==> config.mk <==
export PLATFORM = sky130hd
export DESIGN_NAME = jk_bank_sequencer
export DESIGN_NICKNAME = d
export VERILOG_FILES = /design/src/rtl/jk_bank_sequencer.sv
export SDC_FILE = /design/constraint.sdc
export NUM_CORES = 1
export LEC_CHECK = 0
export BUFFER_PORTS_ARGS = -buffer_cell sky130_fd_sc_hd__buf_2
export CAP_MARGIN = 20
export CORE_MARGIN = 2
export CORE_UTILIZATION = 55
export CTS_CLUSTER_DIAMETER = 30
export CTS_CLUSTER_SIZE = 16
export DETAILED_ROUTE_END_ITERATION = 10
export PLACE_DENSITY = 0.84
export RECOVER_POWER = 50
export SLEW_MARGIN = 5
export SYNTH_ARGS = -nofsm -noshare
export SYNTH_HDL_FRONTEND = slang
export SYNTH_SLANG_ARGS = --single-unit
==> constraint.sdc <==
create_clock -name CLK -period 2.61 [get_ports CLK]
set_input_delay 0.1305 -clock CLK [delete_from_list [all_inputs] [get_ports CLK]]
set_output_delay 0.1305 -clock CLK [all_outputs]
set_load 0.03 [all_outputs]
==> src/rtl/jk_bank_sequencer.sv <==
// jk_bank_sequencer: command-driven J/K controller for a WIDTH-bit bank of JK flip-flops.
// Define JK_SEQ_CHECK_EN to compare the bank result against the expected value in SETTLE.
module jk_bank_sequencer #(
  parameter int WIDTH = 4,
  parameter int LEN_W = 8
) (
  input  logic             CLK,
  input  logic             rst_n,
  input  logic             cmd_valid,
  output logic             cmd_ready,
  input  logic [2:0]       cmd_op,
  input  logic [WIDTH-1:0] cmd_data,
  input  logic [LEN_W-1:0] cmd_len,
  input  logic [WIDTH-1:0] q,
  output logic [WIDTH-1:0] j,
  output logic [WIDTH-1:0] k,
  output logic             busy,
  output logic             done,
  output logic             bad_op,
  output logic             mismatch
);

  typedef enum logic [1:0] {IDLE, APPLY, COUNT, SETTLE} state_t;

  localparam logic [2:0] OP_HOLD   = 3'd0;
  localparam logic [2:0] OP_LOAD   = 3'd1;
  localparam logic [2:0] OP_CLEAR  = 3'd2;
  localparam logic [2:0] OP_SET    = 3'd3;
  localparam logic [2:0] OP_TOGGLE = 3'd4;
  localparam logic [2:0] OP_COUNT  = 3'd5;

  state_t           state, state_nxt;
  logic [2:0]       op_r;
  logic [WIDTH-1:0] data_r;
  logic [LEN_W-1:0] cnt_r;
  logic             accept;
  logic             carry;

  assign accept    = cmd_valid && (state == IDLE);
  assign cmd_ready = (state == IDLE);
  assign busy      = (state != IDLE);

  always_ff @(posedge CLK or negedge rst_n) begin
    if (!rst_n) state <= IDLE;
    else        state <= state_nxt;
  end

  // Command capture; the cycle counter only runs while counting.
  always_ff @(posedge CLK or negedge rst_n) begin
    if (!rst_n) begin
      op_r   <= '0;
      data_r <= '0;
      cnt_r  <= '0;
    end else if (accept) begin
      op_r   <= cmd_op;
      data_r <= cmd_data;
      cnt_r  <= cmd_len;
    end else if (state == COUNT) begin
      cnt_r  <= cnt_r - 1'b1;
    end
  end

  always_comb begin
    state_nxt = state;
    case (state)
      IDLE: begin
        if (cmd_valid) begin
          if (cmd_op <= OP_TOGGLE)                     state_nxt = APPLY;
          else if (cmd_op == OP_COUNT && cmd_len != '0) state_nxt = COUNT;
          else                                          state_nxt = SETTLE;
        end
      end
      APPLY:   state_nxt = SETTLE;
      COUNT:   if (cnt_r == LEN_W'(1)) state_nxt = SETTLE;
      SETTLE:  state_nxt = IDLE;
      default: state_nxt = IDLE;
    endcase
  end

  // Counting drives a synchronous up-counter: a bit toggles when all lower bits are 1.
  always_comb begin
    j      = '0;
    k      = '0;
    carry  = 1'b1;
    done   = (state == SETTLE);
    bad_op = (state == SETTLE) && (op_r > OP_COUNT);
    if (state == APPLY) begin
      case (op_r)
        OP_HOLD:   begin j = '0;     k = '0;      end
        OP_LOAD:   begin j = data_r; k = ~data_r; end
        OP_CLEAR:  begin j = '0;     k = '1;      end
        OP_SET:    begin j = '1;     k = '0;      end
        OP_TOGGLE: begin j = data_r; k = data_r;  end
        default:   begin j = '0;     k = '0;      end
      endcase
    end else if (state == COUNT) begin
      for (int i = 0; i < WIDTH; i++) begin
        j[i]  = carry;
        k[i]  = carry;
        carry = carry & q[i];
      end
    end
  end

`ifdef JK_SEQ_CHECK_EN
  logic [WIDTH-1:0] q0_r;
  logic [LEN_W-1:0] len_r;
  logic [WIDTH-1:0] expected;

  always_ff @(posedge CLK or negedge rst_n) begin
    if (!rst_n) begin
      q0_r  <= '0;
      len_r <= '0;
    end else if (accept) begin
      q0_r  <= q;
      len_r <= cmd_len;
    end
  end

  always_comb begin
    expected = q0_r;
    case (op_r)
      OP_HOLD:   expected = q0_r;
      OP_LOAD:   expected = data_r;
      OP_CLEAR:  expected = '0;
      OP_SET:    expected = '1;
      OP_TOGGLE: expected = q0_r ^ data_r;
      OP_COUNT:  expected = q0_r + WIDTH'(len_r);
      default:   expected = q0_r;
    endcase
  end

  assign mismatch = (state == SETTLE) && (op_r <= OP_COUNT) && (q != expected);
`else
  assign mismatch = 1'b0;
`endif

endmodule

==> metrics <==
outcome finished clean; worst reg-to-reg setup slack 0.77 ns; Critical Path End Type output port; Setup Fix Bufs, Post-CTS 0; Leakage 0.634 nW; Hold Startpoint cmd_data[0]; vias in the first global route 952; Die W 51 um; final core utilization 63.9%; post-synthesis cell area 0.00121 mm2; Ports 35; top cells by area, synth dfrtp_1 (35%), mux2_1 (8.3%), ha_1 (7.2%); Port Buffer Count 32; CTS max path bufs 2; sequential area share after synthesis 35.0%; crit path DAT 2.04 ns; Synth async-reset ratio 100%; H-Tree Depth 1; Clk pin slew, worst setup/hold paths 0.10 ns; final period utilization 83.1%; Synth area leader dfrtp_1; CP Max Fanout 7; cell with the most instances after synthesis nor2_1; share of cells above drive strength 1 21.9%; R2R cell count 4; largest net degree at the start of global routing 24; Core ar. 0.00215 mm2; cell count after synthesis 130; first drt pass iteration count 4; f_max 461 MHz; FILL cells 187; RSZ-0062 raised after global routing no; top cells by count, synth nor2_1 (18), dfrtp_1 (17), nand2_1 (13), a21oi_1 (9), mux2_1 (9); Total Die Area 0.00260 mm2; Final #Nets 190; antenna fix cells 0; Setup TNS 0 ns; number of max-cap violations 0; detail-routed via count per cell 5.49; number of flops mapped to enable cells by yosys 0; 1st-iter DRT viols 16; hold depth 2; drt drc 0; vias 1033; hold path endpoint data_r[0]; CTS buffer count 3; post_cts resized 0; Hold Violations, Final 0; Crit Path Class register to output port; first-pass GRT wire length 3940 um; routability congestion estimate 0.821; R2R Path Start state[0]; syn_nets 159; fin crit period 2.17 ns; post-route antenna net violation count 0; CTS tree done; Startpoint Class register; Cell variety after synth 34; Routed WL 2410 um; Synth top area share 35.0%; PD cells 1240 mW/mm2; Final setup viols 0; Starting Density 56.6%; Slew headroom 40.2%; CP required 2.48 ns; dominant synthesized flop cell dfrtp_1; worst slew pin tran 0.898 ns; row count 17; total track usage 19.8%; number of synthesized register bits 17; r2r endpoint op_r[0]; height of the die 51 um; final slew viol count 0; initial antenna violation count 0; clock sinks 17; Post-Route Skew 0.000604 ns; later-pin clock latency in the skew report 0.29 ns; Syn-to-layout area delta 13.0%; GRT overflow 0; post-DP HPWL 1850 um; CTS root buffer clkbuf_4; Min-Delay Path Class primary input to register; Yosys Warn Count 0; mean routed wirelength per cell 12.8 um; maximum VDD drop 0.651 mV; Synth Area per Inst 9.35 um2
[critical path: stages, from the launching register on]
cell	delay [ns]
dfrtp_1	0.42
inv_1	0.14
ha_1	0.36
nand2_1	0.09
nor2_1	0.32
a32o_1	0.23
buf_2	0.19
[placed cells by master, fill, tap and decap left out, drive strengths merged, types with 2 or more instances in the layout]
| cell type | synthesis | routed |
|---|---|---|
| a21o | 3 | 3 |
| ha | 7 | 7 |
| buf | 4 | 27 |
| dfrtp | 17 | 17 |
| a21oi | 9 | 9 |
| nand2b | 2 | 2 |
| nor2 | 18 | 18 |
| a32o | 2 | 2 |
| inv | 6 | 6 |
| nor4 | 3 | 3 |
| xnor2 | 4 | 4 |
| nor4b | 2 | 2 |
| nand2 | 13 | 13 |
| xor2 | 3 | 3 |
| a22o | 2 | 2 |
| clkbuf | 3 | 8 |
| o21ai | 9 | 9 |
| mux2 | 9 | 9 |
| o22a | 3 | 3 |
[sequential cells by signal, summed over array words and instances, names as in the netlist]
register	flops
cnt_r	8
state	2
op_r	3
data_r	4
[kinds of logic after synthesis]
kind of cell	count (synthesis)	synth area share, %
DFF	17	35.0
muxes	10	9.17
xor gates and xnor gates	7	5.05
other	1	0.309
buffers and inverters	13	4.84
adders and majority gates	7	7.21
and+or+nand+nor	43	20.1
AOI/OAI and AO/OA	32	18.3
[metal layers]
layer / part of all wire (%) / track usage, %
met1: 42 / 24.0
met2: 53 / 36.1
met3: 3.8 / 1.75
met4: 1.2 / 7.21
met5: 0 / 0
[cell type report]
type / count / area [um2] / share of cell area [%]
inverter: 6 / 22.5 / 1.64
clock inverter: 1 / 5.00 / 0.365
timing repair buffer: 33 / 164 / 11.9
sequential: 17 / 425 / 31.0
tap: 28 / 35.0 / 2.55
multi-input combinational: 100 / 698 / 50.9
clock buffer: 3 / 22.5 / 1.64
[per-stage QoR]
stage | cells | worst slack, ns | area (um2) | power [mW] | hold slack, ns
after detailed placement | 183 | 0.731 | 1370 | 1.61 | 0.0727
final | 188 | 0.440 | 1370 | 1.71 | 0.0464
after global placement | 183 | 0.831 | 1370 | 1.57 | 0.0668
after floorplan | 130 | 0.854 | 1210 | 1.39 | -0.165
after CTS | 188 | 0.397 | 1410 | 1.76 | 0.0458
after global routing | 188 | 0.265 | 1370 | 1.86 | 0.0379
[worst max-delay path by stage]
stage                   from       end  slack (ns)
global placement    state[0]      k[3]        0.83
CTS                 state[0]      k[3]        0.40
detailed placement  state[0]      k[3]        0.73
floorplan           state[0]  state[1]        0.85
finish              state[0]      j[3]        0.44
global route        state[0]      k[3]        0.26
[where the power goes]
group / switching [mW] / internal (mW)
Clock: 0.0846 / 0.0570
Sequential: 0.189 / 0.396
Combinational: 0.583 / 0.398
Total: 0.857 / 0.851
[what timing repair did]
action | in CTS | in global routing
setup endpoints to repair | 0 | 0
endpoints found under the hold margin | 17 | 0
hold buffers | 1 | 0
Power figures use the tool's default switching activity.
